<file path="config.mk">
export PLATFORM = sky130hd
export DESIGN_NAME = role_intr_ctrl_flat
export DESIGN_NICKNAME = d
export VERILOG_FILES = /design/src/rtl/role_intr_pkg.sv /design/src/rtl/role_intr_ctrl_if.sv /design/src/rtl/role_intr_prio_enc.sv /design/src/rtl/role_intr_ctrl.sv /design/src/flat_wrapper.sv
export SDC_FILE = /design/constraint.sdc
export NUM_CORES = 1
export LEC_CHECK = 0
export BUFFER_PORTS_ARGS = -buffer_cell sky130_fd_sc_hd__buf_4
export CAP_MARGIN = 5
export CORE_MARGIN = 1.5
export CORE_UTILIZATION = 53
export CTS_BUF_LIST = sky130_fd_sc_hd__clkbuf_16
export DETAILED_ROUTE_END_ITERATION = 16
export PLACE_DENSITY = 0.77
export SLEW_MARGIN = 25
export SYNTH_ARGS = -nofsm -noshare
export SYNTH_HDL_FRONTEND = slang
export SYNTH_SLANG_ARGS = --single-unit
</file>
<file path="constraint.sdc">
create_clock -name aclk -period 2.5 [get_ports aclk]
set_input_delay 0.5 -clock aclk [delete_from_list [all_inputs] [get_ports aclk]]
set_output_delay 0.5 -clock aclk [all_outputs]
set_load 0.03 [all_outputs]
</file>
<file path="src/rtl/role_intr_pkg.sv">
// Shared definitions for the shell-to-role interrupt controller: register map,
// AXI response codes, FSM state types and the address decoder.
package role_intr_pkg;

   localparam logic [11:0] PEND_OFF = 12'h000;
   localparam logic [11:0] EN_OFF   = 12'h100;
   localparam logic [11:0] MODE_OFF = 12'h200;
   localparam logic [11:0] ACT_OFF  = 12'h300;
   localparam logic [11:0] RAW_OFF  = 12'h400;
   localparam logic [11:0] CTRL_OFF = 12'h800;
   localparam logic [11:0] INFO_OFF = 12'h804;

   localparam logic [1:0] AXI_RESP_OKAY   = 2'b00;
   localparam logic [1:0] AXI_RESP_SLVERR = 2'b10;

   typedef enum logic [1:0] {W_IDLE, W_HAVE_AW, W_HAVE_W, W_RESP} wr_state_e;
   typedef enum logic       {R_IDLE, R_DATA} rd_state_e;

   typedef enum logic [2:0] {
      SEL_PEND, SEL_EN, SEL_MODE, SEL_ACT, SEL_RAW, SEL_CTRL, SEL_INFO, SEL_NONE
   } reg_sel_e;

   function automatic int num_banks(input int n);
      return (n + 31) / 32;
   endfunction

   // widx is the 32-bit word index, i.e. offset[11:2]; byte lanes are ignored.
   function automatic reg_sel_e decode_sel(input logic [9:0] widx, input int nb);
      reg_sel_e   sel;
      logic [11:0] word;
      word = {widx, 2'b00};
      sel  = SEL_NONE;
      if (word == CTRL_OFF) begin
         sel = SEL_CTRL;
      end else if (word == INFO_OFF) begin
         sel = SEL_INFO;
      end else if (int'(widx[5:0]) < nb) begin
         case (widx[9:6])
            PEND_OFF[11:8]: sel = SEL_PEND;
            EN_OFF[11:8]:   sel = SEL_EN;
            MODE_OFF[11:8]: sel = SEL_MODE;
            ACT_OFF[11:8]:  sel = SEL_ACT;
            RAW_OFF[11:8]:  sel = SEL_RAW;
            default:        sel = SEL_NONE;
         endcase
      end
      return sel;
   endfunction

endpackage

</file>
<file path="src/rtl/role_intr_ctrl_if.sv">
// AXI4-Lite control channel bundle between the shell master and the
// interrupt controller register block.
interface role_intr_ctrl_if #(
   parameter int ADDR_W = 20
);
   logic [ADDR_W-1:0] awaddr;
   logic [2:0]        awprot;
   logic              awvalid;
   logic              awready;
   logic [31:0]       wdata;
   logic [3:0]        wstrb;
   logic              wvalid;
   logic              wready;
   logic [1:0]        bresp;
   logic              bvalid;
   logic              bready;
   logic [ADDR_W-1:0] araddr;
   logic [2:0]        arprot;
   logic              arvalid;
   logic              arready;
   logic [31:0]       rdata;
   logic [1:0]        rresp;
   logic              rvalid;
   logic              rready;

   modport master (
      output awaddr, awprot, awvalid, wdata, wstrb, wvalid, bready,
             araddr, arprot, arvalid, rready,
      input  awready, wready, bresp, bvalid, arready, rdata, rresp, rvalid
   );

   modport slave (
      input  awaddr, awprot, awvalid, wdata, wstrb, wvalid, bready,
             araddr, arprot, arvalid, rready,
      output awready, wready, bresp, bvalid, arready, rdata, rresp, rvalid
   );
endinterface

</file>
<file path="src/rtl/role_intr_prio_enc.sv">
// Lowest-set-bit priority encoder: index 0 wins; id is 0 when nothing is set.
module role_intr_prio_enc #(
   parameter int NUM_IRQ = 64,
   parameter int ID_W    = 7
) (
   input  logic [NUM_IRQ-1:0] req,
   output logic [ID_W-1:0]    id,
   output logic               valid
);

   always_comb begin
      id    = '0;
      valid = 1'b0;
      for (int i = NUM_IRQ - 1; i >= 0; i--) begin
         if (req[i]) begin
            id    = ID_W'(i);
            valid = 1'b1;
         end
      end
   end

endmodule

</file>
<file path="src/rtl/role_intr_ctrl.sv">
// Shell-to-role interrupt controller with AXI4-Lite register access.
// Optional event coalescing on irq_out is built when INTR_COALESCE_EN is defined.
module role_intr_ctrl
   import role_intr_pkg::*;
#(
   parameter int                NUM_IRQ   = 64,
   parameter int                ADDR_W    = 20,
   parameter logic [ADDR_W-1:0] BASE_ADDR = '0,
   parameter int                ID_W      = 7
) (
   input  logic               aclk,
   input  logic               aresetn,
   input  logic [NUM_IRQ-1:0] s2r_intr,
   role_intr_ctrl_if.slave    s_axi_ctrl,
   output logic               irq_out,
   output logic [ID_W-1:0]    irq_id,
   output wr_state_e          wr_state_dbg,
   output rd_state_e          rd_state_dbg
);

   localparam int          NB       = num_banks(NUM_IRQ);
   localparam int          VEC_W    = NB * 32;
   localparam logic [31:0] INFO_VAL = {16'h0001, 16'(NUM_IRQ)};

`ifdef INTR_COALESCE_EN
   localparam logic [31:0] CTRL_MASK = 32'hFFFF_FF01;
`else
   localparam logic [31:0] CTRL_MASK = 32'h0000_0001;
`endif

   // Handshakes: a beat transfers on the rising edge where valid and ready are
   // both high; a source holds valid and its payload steady until then, and
   // every ready/valid driven here is a register.

   wr_state_e         wr_state;
   rd_state_e         rd_state;
   logic [ADDR_W-1:0] wr_addr_q;
   logic [31:0]       wr_data_q;
   logic [3:0]        wr_strb_q;
   logic              wr_go;
   logic              aw_hs, w_hs, ar_hs;

   logic [NUM_IRQ-1:0] pending, enable, mode, prev;
   logic [NUM_IRQ-1:0] rise, active, pend_clr, wd, wm;
   logic [31:0]        ctrl_q;

   reg_sel_e    wr_sel, rd_sel;
   logic [5:0]  wr_bank, rd_bank;
   logic [31:0] wr_mask32;
   logic        wr_pend, wr_en_reg, wr_mode_reg, wr_ctrl;

   logic [VEC_W-1:0] rd_vec;
   logic [31:0]      rd_data_c;
   logic             rd_err_c;

   logic [ID_W-1:0] enc_id;
   logic            enc_valid;
   logic            irq_cond;

   logic unused_ok;

   assign aw_hs = s_axi_ctrl.awvalid & s_axi_ctrl.awready;
   assign w_hs  = s_axi_ctrl.wvalid & s_axi_ctrl.wready;
   assign ar_hs = s_axi_ctrl.arvalid & s_axi_ctrl.arready;

   assign wr_state_dbg = wr_state;
   assign rd_state_dbg = rd_state;

   assign unused_ok = ^{s_axi_ctrl.awprot, s_axi_ctrl.arprot,
                        wr_addr_q[1:0], s_axi_ctrl.araddr[1:0]};

   // ---------------- address decode ----------------
   assign wr_sel  = (wr_addr_q[ADDR_W-1:12] == BASE_ADDR[ADDR_W-1:12])
                    ? decode_sel(wr_addr_q[11:2], NB) : SEL_NONE;
   assign rd_sel  = (s_axi_ctrl.araddr[ADDR_W-1:12] == BASE_ADDR[ADDR_W-1:12])
                    ? decode_sel(s_axi_ctrl.araddr[11:2], NB) : SEL_NONE;
   assign wr_bank = wr_addr_q[7:2];
   assign rd_bank = s_axi_ctrl.araddr[7:2];

   assign wr_mask32 = {{8{wr_strb_q[3]}}, {8{wr_strb_q[2]}},
                       {8{wr_strb_q[1]}}, {8{wr_strb_q[0]}}};
   // Place the written word on its bank; bits at or above NUM_IRQ fall off here.
   assign wd = NUM_IRQ'(VEC_W'(wr_data_q) << {wr_bank, 5'b0});
   assign wm = NUM_IRQ'(VEC_W'(wr_mask32) << {wr_bank, 5'b0});

   assign wr_pend     = wr_go && (wr_sel == SEL_PEND);
   assign wr_en_reg   = wr_go && (wr_sel == SEL_EN);
   assign wr_mode_reg = wr_go && (wr_sel == SEL_MODE);
   assign wr_ctrl     = wr_go && (wr_sel == SEL_CTRL);

   // ---------------- write FSM ----------------
   always_ff @(posedge aclk or negedge aresetn) begin
      if (!aresetn) begin
         wr_state           <= W_IDLE;
         wr_addr_q          <= '0;
         wr_data_q          <= '0;
         wr_strb_q          <= '0;
         wr_go              <= 1'b0;
         s_axi_ctrl.awready <= 1'b0;
         s_axi_ctrl.wready  <= 1'b0;
         s_axi_ctrl.bvalid  <= 1'b0;
         s_axi_ctrl.bresp   <= AXI_RESP_OKAY;
      end else begin
         case (wr_state)
            W_IDLE: begin
               s_axi_ctrl.awready <= 1'b1;
               s_axi_ctrl.wready  <= 1'b1;
               if (aw_hs) wr_addr_q <= s_axi_ctrl.awaddr;
               if (w_hs) begin
                  wr_data_q <= s_axi_ctrl.wdata;
                  wr_strb_q <= s_axi_ctrl.wstrb;
               end
               if (aw_hs && w_hs) begin
                  s_axi_ctrl.awready <= 1'b0;
                  s_axi_ctrl.wready  <= 1'b0;
                  wr_go              <= 1'b1;
                  wr_state           <= W_RESP;
               end else if (aw_hs) begin
                  s_axi_ctrl.awready <= 1'b0;
                  wr_state           <= W_HAVE_AW;
               end else if (w_hs) begin
                  s_axi_ctrl.wready  <= 1'b0;
                  wr_state           <= W_HAVE_W;
               end
            end
            W_HAVE_AW: begin
               if (w_hs) begin
                  wr_data_q         <= s_axi_ctrl.wdata;
                  wr_strb_q         <= s_axi_ctrl.wstrb;
                  s_axi_ctrl.wready <= 1'b0;
                  wr_go             <= 1'b1;
                  wr_state          <= W_RESP;
               end
            end
            W_HAVE_W: begin
               if (aw_hs) begin
                  wr_addr_q          <= s_axi_ctrl.awaddr;
                  s_axi_ctrl.awready <= 1'b0;
                  wr_go              <= 1'b1;
                  wr_state           <= W_RESP;
               end
            end
            W_RESP: begin
               // wr_go is the single register-update cycle; the response follows it.
               if (wr_go) begin
                  wr_go             <= 1'b0;
                  s_axi_ctrl.bvalid <= 1'b1;
                  s_axi_ctrl.bresp  <= (wr_sel == SEL_NONE) ? AXI_RESP_SLVERR
                                                            : AXI_RESP_OKAY;
               end else if (s_axi_ctrl.bvalid && s_axi_ctrl.bready) begin
                  s_axi_ctrl.bvalid  <= 1'b0;
                  s_axi_ctrl.bresp   <= AXI_RESP_OKAY;
                  s_axi_ctrl.awready <= 1'b1;
                  s_axi_ctrl.wready  <= 1'b1;
                  wr_state           <= W_IDLE;
               end
            end
            default: wr_state <= W_IDLE;
         endcase
      end
   end

   // ---------------- read path ----------------
   always_comb begin
      rd_vec = '0;
      case (rd_sel)
         SEL_PEND: rd_vec = VEC_W'(pending);
         SEL_EN:   rd_vec = VEC_W'(enable);
         SEL_MODE: rd_vec = VEC_W'(mode);
         SEL_ACT:  rd_vec = VEC_W'(active);
         SEL_RAW:  rd_vec = VEC_W'(s2r_intr);
         default:  rd_vec = '0;
      endcase
      rd_data_c = 32'(rd_vec >> {rd_bank, 5'b0});
      rd_err_c  = 1'b0;
      case (rd_sel)
         SEL_CTRL: rd_data_c = ctrl_q;
         SEL_INFO: rd_data_c = INFO_VAL;
         SEL_NONE: begin
            rd_data_c = '0;
            rd_err_c  = 1'b1;
         end
         default: ;
      endcase
   end

   always_ff @(posedge aclk or negedge aresetn) begin
      if (!aresetn) begin
         rd_state           <= R_IDLE;
         s_axi_ctrl.arready <= 1'b0;
         s_axi_ctrl.rvalid  <= 1'b0;
         s_axi_ctrl.rdata   <= '0;
         s_axi_ctrl.rresp   <= AXI_RESP_OKAY;
      end else begin
         case (rd_state)
            R_IDLE: begin
               s_axi_ctrl.arready <= 1'b1;
               if (ar_hs) begin
                  s_axi_ctrl.arready <= 1'b0;
                  s_axi_ctrl.rvalid  <= 1'b1;
                  s_axi_ctrl.rdata   <= rd_data_c;
                  s_axi_ctrl.rresp   <= rd_err_c ? AXI_RESP_SLVERR : AXI_RESP_OKAY;
                  rd_state           <= R_DATA;
               end
            end
            R_DATA: begin
               if (s_axi_ctrl.rready) begin
                  s_axi_ctrl.rvalid  <= 1'b0;
                  s_axi_ctrl.arready <= 1'b1;
                  rd_state           <= R_IDLE;
               end
            end
            default: rd_state <= R_IDLE;
         endcase
      end
   end

   // ---------------- interrupt state ----------------
   assign rise     = s2r_intr & ~prev;
   assign active   = pending & enable;
   assign pend_clr = wr_pend ? (wd & wm) : '0;

   // Edge sources: a new rise wins over a same-cycle clear. Level sources track the input.
   always_ff @(posedge aclk or negedge aresetn) begin
      if (!aresetn) begin
         pending <= '0;
         enable  <= '0;
         mode    <= '1;
         prev    <= '0;
         ctrl_q  <= '0;
      end else begin
         prev    <= s2r_intr;
         pending <= (mode & ((pending & ~pend_clr) | rise)) | (~mode & s2r_intr);
         if (wr_en_reg)   enable <= (enable & ~wm) | (wd & wm);
         if (wr_mode_reg) mode   <= (mode & ~wm) | (wd & wm);
         if (wr_ctrl)
            ctrl_q <= ((ctrl_q & ~wr_mask32) | (wr_data_q & wr_mask32)) & CTRL_MASK;
      end
   end

   role_intr_prio_enc #(
      .NUM_IRQ (NUM_IRQ),
      .ID_W    (ID_W)
   ) u_prio_enc (
      .req   (active),
      .id    (enc_id),
      .valid (enc_valid)
   );

`ifdef INTR_COALESCE_EN
   logic [7:0]  coal_cnt;
   logic [15:0] coal_timer;
   logic [7:0]  coal_thr;
   logic        coal_new;

   assign coal_thr = (ctrl_q[15:8] == 8'd0) ? 8'd1 : ctrl_q[15:8];
   assign coal_new = |(rise & mode & enable & ~pending);

   always_ff @(posedge aclk or negedge aresetn) begin
      if (!aresetn) begin
         coal_cnt   <= '0;
         coal_timer <= '0;
      end else begin
         if (!enc_valid && !coal_new)                coal_cnt <= '0;
         else if (coal_new && coal_cnt != 8'hFF)     coal_cnt <= coal_cnt + 8'd1;
         if (!enc_valid)                             coal_timer <= '0;
         else if (coal_timer != 16'hFFFF)            coal_timer <= coal_timer + 16'd1;
      end
   end

   assign irq_cond = enc_valid &&
                     ((coal_cnt >= coal_thr) || (coal_timer >= ctrl_q[31:16]));
`else
   assign irq_cond = enc_valid;
`endif

   always_ff @(posedge aclk or negedge aresetn) begin
      if (!aresetn) begin
         irq_out <= 1'b0;
         irq_id  <= '0;
      end else begin
         irq_out <= ctrl_q[0] & irq_cond;
         irq_id  <= (ctrl_q[0] && enc_valid) ? enc_id : '0;
      end
   end

endmodule

</file>
<file path="src/flat_wrapper.sv">
// flat-port wrapper written by rule: the top's interface ports become plain ports
module role_intr_ctrl_flat import role_intr_pkg::*;
#(
   parameter int                NUM_IRQ   = 64,
   parameter int                ADDR_W    = 20,
   parameter logic [ADDR_W-1:0] BASE_ADDR = '0,
   parameter int                ID_W      = 7
)
  (aclk, aresetn, s2r_intr, irq_out, irq_id, wr_state_dbg, rd_state_dbg, s_axi_ctrl_awaddr, s_axi_ctrl_awprot, s_axi_ctrl_awvalid, s_axi_ctrl_wdata, s_axi_ctrl_wstrb, s_axi_ctrl_wvalid, s_axi_ctrl_bready, s_axi_ctrl_araddr, s_axi_ctrl_arprot, s_axi_ctrl_arvalid, s_axi_ctrl_rready, s_axi_ctrl_awready, s_axi_ctrl_wready, s_axi_ctrl_bresp, s_axi_ctrl_bvalid, s_axi_ctrl_arready, s_axi_ctrl_rdata, s_axi_ctrl_rresp, s_axi_ctrl_rvalid);
  role_intr_ctrl_if #(.ADDR_W(ADDR_W)) s_axi_ctrl_i ();
  input  logic aclk;
  input  logic aresetn;
  input  logic [NUM_IRQ-1:0] s2r_intr;
  output logic irq_out;
  output logic [ID_W-1:0] irq_id;
  output wr_state_e wr_state_dbg;
  output rd_state_e rd_state_dbg;
  input wire logic [$bits(s_axi_ctrl_i.awaddr)-1:0] s_axi_ctrl_awaddr;
  input wire logic [$bits(s_axi_ctrl_i.awprot)-1:0] s_axi_ctrl_awprot;
  input wire logic [$bits(s_axi_ctrl_i.awvalid)-1:0] s_axi_ctrl_awvalid;
  input wire logic [$bits(s_axi_ctrl_i.wdata)-1:0] s_axi_ctrl_wdata;
  input wire logic [$bits(s_axi_ctrl_i.wstrb)-1:0] s_axi_ctrl_wstrb;
  input wire logic [$bits(s_axi_ctrl_i.wvalid)-1:0] s_axi_ctrl_wvalid;
  input wire logic [$bits(s_axi_ctrl_i.bready)-1:0] s_axi_ctrl_bready;
  input wire logic [$bits(s_axi_ctrl_i.araddr)-1:0] s_axi_ctrl_araddr;
  input wire logic [$bits(s_axi_ctrl_i.arprot)-1:0] s_axi_ctrl_arprot;
  input wire logic [$bits(s_axi_ctrl_i.arvalid)-1:0] s_axi_ctrl_arvalid;
  input wire logic [$bits(s_axi_ctrl_i.rready)-1:0] s_axi_ctrl_rready;
  output wire logic [$bits(s_axi_ctrl_i.awready)-1:0] s_axi_ctrl_awready;
  output wire logic [$bits(s_axi_ctrl_i.wready)-1:0] s_axi_ctrl_wready;
  output wire logic [$bits(s_axi_ctrl_i.bresp)-1:0] s_axi_ctrl_bresp;
  output wire logic [$bits(s_axi_ctrl_i.bvalid)-1:0] s_axi_ctrl_bvalid;
  output wire logic [$bits(s_axi_ctrl_i.arready)-1:0] s_axi_ctrl_arready;
  output wire logic [$bits(s_axi_ctrl_i.rdata)-1:0] s_axi_ctrl_rdata;
  output wire logic [$bits(s_axi_ctrl_i.rresp)-1:0] s_axi_ctrl_rresp;
  output wire logic [$bits(s_axi_ctrl_i.rvalid)-1:0] s_axi_ctrl_rvalid;
  assign s_axi_ctrl_i.awaddr = s_axi_ctrl_awaddr;
  assign s_axi_ctrl_i.awprot = s_axi_ctrl_awprot;
  assign s_axi_ctrl_i.awvalid = s_axi_ctrl_awvalid;
  assign s_axi_ctrl_i.wdata = s_axi_ctrl_wdata;
  assign s_axi_ctrl_i.wstrb = s_axi_ctrl_wstrb;
  assign s_axi_ctrl_i.wvalid = s_axi_ctrl_wvalid;
  assign s_axi_ctrl_i.bready = s_axi_ctrl_bready;
  assign s_axi_ctrl_i.araddr = s_axi_ctrl_araddr;
  assign s_axi_ctrl_i.arprot = s_axi_ctrl_arprot;
  assign s_axi_ctrl_i.arvalid = s_axi_ctrl_arvalid;
  assign s_axi_ctrl_i.rready = s_axi_ctrl_rready;
  assign s_axi_ctrl_awready = s_axi_ctrl_i.awready;
  assign s_axi_ctrl_wready = s_axi_ctrl_i.wready;
  assign s_axi_ctrl_bresp = s_axi_ctrl_i.bresp;
  assign s_axi_ctrl_bvalid = s_axi_ctrl_i.bvalid;
  assign s_axi_ctrl_arready = s_axi_ctrl_i.arready;
  assign s_axi_ctrl_rdata = s_axi_ctrl_i.rdata;
  assign s_axi_ctrl_rresp = s_axi_ctrl_i.rresp;
  assign s_axi_ctrl_rvalid = s_axi_ctrl_i.rvalid;
  role_intr_ctrl #(.NUM_IRQ(NUM_IRQ), .ADDR_W(ADDR_W), .BASE_ADDR(BASE_ADDR), .ID_W(ID_W)) u_core (.aclk(aclk), .aresetn(aresetn), .s2r_intr(s2r_intr), .s_axi_ctrl(s_axi_ctrl_i), .irq_out(irq_out), .irq_id(irq_id), .wr_state_dbg(wr_state_dbg), .rd_state_dbg(rd_state_dbg));
endmodule
</file>
After elaboration in Yosys (flattened, before gate mapping)
Index checks and enable logic that the tools add are counted.

Register bits: 366. Input bits: 153. Output and inout bits: 52. Word-level logic and storage cells: 293.

$lt $le $gt $ge: 2. Equality and inequality tests: 34. Shifts and indexed selects: 3. Mux-type cells: 180. Bitwise logic cells: 25. Reductions and logical operators: 28.

Operators by type and width (number): 64-bit bitwise AND (8); 7-bit two-way mux (64); 64-bit case mux with 5 select lines (1); 64-bit inverter (4); 64-bit bitwise OR (4); 32-bit by 11-bit left shift with 64-bit output (2); 32-bit case mux with 3 select lines (1); 1-bit two-way mux (85); 64-bit two-way mux (1); 64-bit by 11-bit >> shifter with 32-bit output (1); 10-bit equality test (second input constant) (4); 3-bit case mux with 5 select lines (2); 3-bit two-way mux (8); 2-bit two-way mux (10); 3-bit equality test (second input constant) (6); 4-bit by 2-bit equality test with 1-bit output (second input constant) (4); 8-bit logical NOT (2); 6-bit by 2-bit less-than comparator with 1-bit output (second input constant) (2); 2-bit by 1-bit inequality test with 1-bit output (second input constant) (5); 2-bit AND reduction (5); 3-bit by 2-bit equality test with 1-bit output (second input constant) (3); 4-bit by 1-bit equality test with 1-bit output (second input constant) (2); 4-bit by 3-bit equality test with 1-bit output (second input constant) (2); 4-bit logical NOT (2); other kinds (22) (44).

Depth between registers and ports, before layout
Word-level depth: 67. Gate-level depth with buffers: 10. Depth with buffers taken out: 7.

Hierarchy
From an unflattened synthesis, not the netlist that was laid out.

Cell total of the unflattened synthesis: 1763. Area, all modules: 17744.5 µm².

By module, submodules not included: role_intr_ctrl (times used 1, cells each 1621, area an instance 16970.0 µm², seq. area each 9138.8 µm²); role_intr_prio_enc (times used 1, cells each 142, area an instance 774.5 µm², seq. area each 0.0 µm²).

Least setup slack after synthesis
OpenSTA, ideal clock, no wires.

Kind: input port to flip-flop. Start point: in s_axi_ctrl_araddr[3]. End point: reg u_core.s_axi_ctrl.rdata[18]. Library setup time: 0.145 ns. Arrival time: 2.419 ns. Data required time: 2.355 ns. Setup slack: -0.063 ns. Stages: 10. Buffers on the path: 3. Cell sequence: or3_1 or4_1 buf_4 or2_1 buf_2 buf_2 nand2_1 nand3_1 a221oi_1 o31ai_2.

Longest elaborated chain between the ends: 9. Elaborated cells on any way between the ends: 18. Classes of those cells: 1 x order compare; 9 x eq/ne; 1 x shift; 6 x mux; 1 x reduce/logical.

RTL lines: start, declared (RTL line flat_wrapper.sv:25) `input wire logic [$bits(s_axi_ctrl_i.araddr)-1:0] s_axi_ctrl_araddr;`; 6-bit by 2-bit less-than comparator with 1-bit output (RTL line role_intr_pkg.sv:37) `end else if (int'(widx[5:0]) < nb) begin`; 3-bit two-way mux (RTL line role_intr_pkg.sv:37); 3-bit two-way mux (RTL line role_intr_pkg.sv:35) `end else if (word == INFO_OFF) begin`; 3-bit two-way mux (RTL line role_intr_pkg.sv:33) `if (word == CTRL_OFF) begin`; 3-bit two-way mux (RTL line role_intr_ctrl.sv:76) `? decode_sel(s_axi_ctrl.araddr[11:2], NB) : SEL_NONE;`; 3-bit equality test, or another cell as far along (RTL line role_intr_ctrl.sv:166) `case (rd_sel)`; 64-bit case mux with 5 select lines (RTL line role_intr_ctrl.sv:166); 64-bit by 11-bit >> shifter with 32-bit output (RTL line role_intr_ctrl.sv:174) `rd_data_c = 32'(rd_vec >> {rd_bank, 5'b0});`; 32-bit case mux with 3 select lines (*) (RTL line role_intr_ctrl.sv:176) `case (rd_sel)`; end signal, assigned (RTL line role_intr_ctrl.sv:201) `s_axi_ctrl.rdata <= rd_data_c;`; end, declared (RTL line role_intr_ctrl_if.sv:35) `output awready, wready, bresp, bvalid, arready, rdata, rresp, rvalid`.

Every way passes the cells marked *; elsewhere a longest branch is shown, timed or not. A chain may end at the register's enable or synchronous reset.

Worst setup path after layout
Start point: reg u_core.wr_addr_q[6]. End point: reg u_core.pending[54].

Longest elaborated chain between the ends: 13. Elaborated cells on any way between the ends: 18. Classes of those cells: 1 x order compare; 2 x eq/ne; 2 x shift; 5 x mux; 6 x bitwise; 2 x reduce/logical.

RTL lines: start, declared (RTL line role_intr_ctrl.sv:37) `logic [ADDR_W-1:0] wr_addr_q;`; start signal, assigned (RTL line role_intr_ctrl.sv:108) `if (aw_hs) wr_addr_q <= s_axi_ctrl.awaddr;`; start signal, assigned (RTL line role_intr_ctrl.sv:137) `wr_addr_q <= s_axi_ctrl.awaddr;`; 6-bit by 2-bit less-than comparator with 1-bit output (RTL line role_intr_pkg.sv:37); 3-bit two-way mux (RTL line role_intr_pkg.sv:37); 3-bit two-way mux (RTL line role_intr_pkg.sv:35); 3-bit two-way mux (RTL line role_intr_pkg.sv:33); 3-bit two-way mux (RTL line role_intr_ctrl.sv:74) `? decode_sel(wr_addr_q[11:2], NB) : SEL_NONE;`; 3-bit logical NOT (RTL line role_intr_ctrl.sv:86) `assign wr_pend = wr_go && (wr_sel == SEL_PEND);`; 1-bit logical AND (RTL line role_intr_ctrl.sv:86); 64-bit two-way mux (*) (RTL line role_intr_ctrl.sv:221) `assign pend_clr = wr_pend ? (wd & wm) : '0;`; 64-bit inverter (*) (RTL line role_intr_ctrl.sv:233) `pending <= (mode & ((pending & ~pend_clr) | rise)) | (~mode & s2r_intr);`; 64-bit bitwise AND (*) (RTL line role_intr_ctrl.sv:233); 64-bit bitwise OR (*) (RTL line role_intr_ctrl.sv:233); 64-bit bitwise AND (*) (RTL line role_intr_ctrl.sv:233); 64-bit bitwise OR (*) (RTL line role_intr_ctrl.sv:233); end signal, assigned (RTL line role_intr_ctrl.sv:233); end, declared (RTL line role_intr_ctrl.sv:43) `logic [NUM_IRQ-1:0] pending, enable, mode, prev;`.

Marked as above.

==> impl_results.html <==
<table>
<tr><th>Metric</th><th>Value</th></tr>
<tr><th colspan="2">Run status</th></tr>
<tr><td>Run status</td><td>finished clean</td></tr>
<tr><th colspan="2">Power and ir drop</th></tr>
<tr><td>Switching part of the total</td><td>0.292</td></tr>
<tr><td>Combinational share of power</td><td>0.168</td></tr>
<tr><td>Clk pwr share</td><td>0.366</td></tr>
<tr><td>Pleak</td><td>9.67 nW</td></tr>
<tr><td>Total power consumption of the routed design</td><td>between 0.015 and 0.02 W</td></tr>
<tr><td>Power density of the placed cells</td><td>about 740 nW/µm²</td></tr>
<tr><td>Sequential group share of total power</td><td>0.466</td></tr>
<tr><td>Cell internal pwr</td><td>0.0112 W</td></tr>
<tr><td>IR Drop Worst-Case VDD</td><td>between 0.6 and 0.7 mV</td></tr>
<tr><td>Switch Pwr</td><td>between 0.004 and 0.005 W</td></tr>
<tr><th colspan="2">GRT</th></tr>
<tr><td>Via count of the first global-routing pass</td><td>about 15000</td></tr>
<tr><td>Initial antenna violation count</td><td>2</td></tr>
<tr><td>Total routing resource utilization after global routing</td><td>0.316</td></tr>
<tr><td>Largest net degree at the start of global routing</td><td>70</td></tr>
<tr><td>First-pass GRT wire length</td><td>82100 µm</td></tr>
<tr><td>Global-route congestion overflow total</td><td>0</td></tr>
<tr><th colspan="2">Place</th></tr>
<tr><td>Count of input and output buffers</td><td>between 150 and 200</td></tr>
<tr><td>GP Congestion</td><td>between 0.9 and 1</td></tr>
<tr><td>Detailed placer's ending HPWL</td><td>~36000 µm</td></tr>
<tr><th colspan="2">Final layout</th></tr>
<tr><td>Number of nets in the finished design</td><td>~2200</td></tr>
<tr><td>Ratio of cells with drive above 1 in the final layout</td><td>0.281</td></tr>
<tr><td>Area added between synthesis and finish</td><td>24.9%</td></tr>
<tr><th colspan="2">Worst setup path</th></tr>
<tr><td>Critical Path End Type</td><td>register</td></tr>
<tr><td>End point of the critical path</td><td>u_core.pending[54]$_DFF_PN0_</td></tr>
<tr><td>Crit. Startpoint</td><td>u_core.wr_addr_q[6]$_DFFE_PN0P_</td></tr>
<tr><td>Maximum fanout along the worst path</td><td>8</td></tr>
<tr><td>Crit path required time</td><td>~2.9 ns</td></tr>
<tr><td>Nature of the critical path startpoint</td><td>register</td></tr>
<tr><td>Worst setup path category</td><td>register to register</td></tr>
<tr><td>Worst-case reg-to-reg path depth</td><td>9</td></tr>
<tr><td>Startpoint of the worst register-to-register path</td><td>u_core.wr_addr_q[6]$_DFFE_PN0P_</td></tr>
<tr><td>RR Endpoint</td><td>u_core.pending[54]$_DFF_PN0_</td></tr>
<tr><td>Data arrival time of the critical path</td><td>around 2.9 ns</td></tr>
<tr><td>Reg2reg setup slack</td><td>~0.022 ns</td></tr>
<tr><th colspan="2">Drt</th></tr>
<tr><td>DRC violations left</td><td>0</td></tr>
<tr><td>Number of vias in the routed layout</td><td>~15000</td></tr>
<tr><td>DR iter-0 viols</td><td>between 1500 and 2000</td></tr>
<tr><td>Routed wire length</td><td>52500 µm</td></tr>
<tr><td>Drt pass-1 iters</td><td>6</td></tr>
<tr><td>Wire length per cell</td><td>approximately 22 µm</td></tr>
<tr><td>Routed Antenna Nets</td><td>0</td></tr>
<tr><td>DR vias/cell</td><td>between 6 and 7</td></tr>
<tr><th colspan="2">Synth</th></tr>
<tr><td>Predominant post-synthesis flop cell</td><td>sky130_fd_sc_hd__dfrtp_1</td></tr>
<tr><td>Avg Inst Size Synth</td><td>9.92 µm²</td></tr>
<tr><td>Number of enable-type register cells in the synthesized netlist</td><td>0</td></tr>
<tr><td>Yosys reg bits</td><td>approximately 360</td></tr>
<tr><td>Fraction of the yosys area taken by sequential cells</td><td>0.533</td></tr>
<tr><td>Post-synth ARST share</td><td>1.00</td></tr>
<tr><td>Warning count from the yosys run</td><td>0</td></tr>
<tr><td>Top post-synthesis cells by area</td><td>sky130_fd_sc_hd__dfrtp_1, sky130_fd_sc_hd__nand2_1, sky130_fd_sc_hd__dfstp_2</td></tr>
<tr><td>Library cell with the largest summed area after synthesis</td><td>sky130_fd_sc_hd__dfrtp_1</td></tr>
<tr><td>Proportion of netlist area held by the largest area contributor</td><td>0.435</td></tr>
<tr><td>Mapped cell area</td><td>approximately 17000 µm²</td></tr>
<tr><td>Count of distinct cell types in the synthesized netlist</td><td>60</td></tr>
<tr><td>Instance count of the mapped netlist</td><td>approximately 1700</td></tr>
<tr><td>Most used standard cell by instance count after synthesis</td><td>sky130_fd_sc_hd__nand2_1</td></tr>
<tr><td>Ranking of synthesized cells by instance count</td><td>sky130_fd_sc_hd__nand2_1, sky130_fd_sc_hd__dfrtp_1, sky130_fd_sc_hd__a21oi_1, sky130_fd_sc_hd__mux2_2, sky130_fd_sc_hd__nand3_1</td></tr>
<tr><th colspan="2">Die</th></tr>
<tr><td>Number of primary I/O pins</td><td>between 200 and 250</td></tr>
<tr><td>Core area</td><td>roughly 32000 µm²</td></tr>
<tr><td>Die area</td><td>~33000 µm²</td></tr>
<tr><td>Die boundary height</td><td>approximately 180 µm</td></tr>
<tr><td>Std cell rows</td><td>65</td></tr>
<tr><td>X dimension of the die</td><td>about 180 µm</td></tr>
<tr><td>Effective utilization at floorplan</td><td>0.541</td></tr>
<tr><th colspan="2">Worst hold path</th></tr>
<tr><td>Worst Hold Launch</td><td>s2r_intr[28]</td></tr>
<tr><td>Class of the tightest hold or removal check</td><td>primary input to register</td></tr>
<tr><th colspan="2">Clocking</th></tr>
<tr><td>Clock buffer count from CTS</td><td>39</td></tr>
<tr><td>CTS clk-pin slew, worst paths</td><td>roughly 0.070 ns</td></tr>
<tr><td>Root buf cell</td><td>sky130_fd_sc_hd__clkbuf_16</td></tr>
<tr><td>Max clock buf depth</td><td>3</td></tr>
<tr><td>Skew-Pair Late Insertion Delay</td><td>0.53 ns</td></tr>
<tr><td>Number of H-tree levels</td><td>2</td></tr>
<tr><td>CTS Sinks</td><td>roughly 360</td></tr>
<tr><td>TritonCTS clock tree</td><td>done</td></tr>
<tr><th colspan="2">Timing</th></tr>
<tr><td>Post-route clock skew</td><td>about 0.014 ns</td></tr>
<tr><td>Max-slew violation count</td><td>0</td></tr>
<tr><td>Number of hold violations in the final report</td><td>0</td></tr>
<tr><td>F_max</td><td>404 MHz</td></tr>
<tr><td>Worst slew margin relative to its limit</td><td>0.420</td></tr>
<tr><td>Final sum of negative setup slack</td><td>0 ns</td></tr>
<tr><td>Transition time of the tightest slew-check pin</td><td>0.869 ns</td></tr>
<tr><td>Shortest clock period the worst path allows after layout</td><td>approximately 2.5 ns</td></tr>
<tr><td>Count of final setup violators</td><td>0</td></tr>
<tr><td>Final period utilization</td><td>0.991</td></tr>
<tr><th colspan="2">Flow run</th></tr>
<tr><td>Max-cap check violation count</td><td>0</td></tr>
</table>
[critical path, cell delays in order, from the launching register on]
cell and delay, ns:
sky130_fd_sc_hd__dfrtp_1 0.41, sky130_fd_sc_hd__nor4_4 0.35, sky130_fd_sc_hd__nand3b_1 0.19, sky130_fd_sc_hd__buf_4 0.19
sky130_fd_sc_hd__nor4_4 0.33, sky130_fd_sc_hd__nand2_4 0.18, sky130_fd_sc_hd__nor2_1 0.14, sky130_fd_sc_hd__buf_4 0.19
sky130_fd_sc_hd__nand2_1 0.08, sky130_fd_sc_hd__a32o_1 0.29
[power by group through the flow]
stage | sequential [W] | clock [W] | combinational, W
finish | 0.00736 | 0.00577 | 0.00265
global route | 0.00746 | 0.00607 | 0.00288
floorplan | 0.00725 | 0 | 0.00153
global placement | 0.00739 | 0 | 0.00250
CTS | 0.00733 | 0.00581 | 0.00261
detailed placement | 0.00742 | 0 | 0.00258
[repair_timing]
| action | in CTS | in global routing |
|---|---|---|
| hold endpoints to repair | 43 | 0 |
| endpoints found under the setup margin | 77 | 133 |
| pin swaps | 0 | 4 |
| hold buffers | 1 | 0 |
| buffers inserted | 0 | 3 |
| resized for setup | 5 | 13 |
[worst min path at each step]
stage                                             endpoint  slack [ns]  cells after the start
final                            u_core.prev[28]$_DFF_PN0_         0.1                      1
after global routing             u_core.prev[28]$_DFF_PN0_        0.08                      1
after CTS                        u_core.prev[28]$_DFF_PN0_        0.08                      1
after detailed placement  u_core.wr_data_q[13]$_DFFE_PN0P_        0.47                      1
after global placement    u_core.wr_data_q[13]$_DFFE_PN0P_        0.47                      1
after floorplan                                  async pin        0.20                      0
[stage by stage]
step	std cells	setup slack (ns)	area [µm²]	util	hold WS (ns)
3_3_place_gp	2353	-0.244	20000	0.631	0.466
5_1_grt	2429	-0.0549	21400	0.675	0.0836
2_1_floorplan	1726	-0.00284	17200	-	0.204
3_5_place_dp	2353	-0.317	20000	0.631	0.471
6_report	2429	0.0220	21400	0.675	0.0955
4_1_cts	2425	0.00811	21300	0.672	0.0803
[layout by cell type, fill, tap and decap left out, drive strengths merged, types with 3 or more instances in the layout]
| cell | instances |
|---|---|
| dfstp | 64 |
| a21o | 6 |
| a32oi | 3 |
| nand3 | 86 |
| inv | 37 |
| ha | 5 |
| and3 | 4 |
| or4 | 3 |
| nor4 | 10 |
| conb | 3 |
| a221oi | 31 |
| o21ai | 75 |
| o31ai | 33 |
| dfrtp | 297 |
| a22oi | 51 |
| o211ai | 6 |
| a31oi | 8 |
| a22o | 12 |
| nand2b | 10 |
| a32o | 70 |
| and2 | 22 |
| bufinv | 5 |
| a21oi | 92 |
| nor3 | 17 |
| buf | 302 |
| a211oi | 4 |
| clkbuf | 41 |
| mux2 | 119 |
| nor2b | 5 |
| nor2 | 40 |
| nand2 | 527 |
| clkinv | 11 |
[cells by family after synthesis]
logic type / after synthesis / synth area share
muxes: 120 / 0.0789
DFF: 361 / 0.533
buffers and inverters: 97 / 0.0258
adders and majority gates: 5 / 0.00366
and+or+nand+nor: 734 / 0.185
other: 1 / 0.000219
AOI/OAI and AO/OA: 406 / 0.174
[layer usage]
| layer | vias up | global-route usage | routed length [µm] |
|---|---|---|---|
| li1 | 6758 | - | - |
| met2 | 828 | 0.497 | 24300 |
| met1 | 7534 | 0.422 | 20700 |
| met3 | 150 | 0.0746 | 5460 |
| met5 | - | 0 | 13 |
| met4 | 2 | 0.136 | 2000 |
[cell type report]
type,count,area [µm²]
inverter,23,86.3
antenna,1,2.50
tap,402,503
timing repair buffer,303,2610
fill,2379,10300
sequential,361,9110
clock buffer,41,1030
clock inverter,30,245
multi-input combinational,1268,7770
Power figures use the tool's default switching activity.
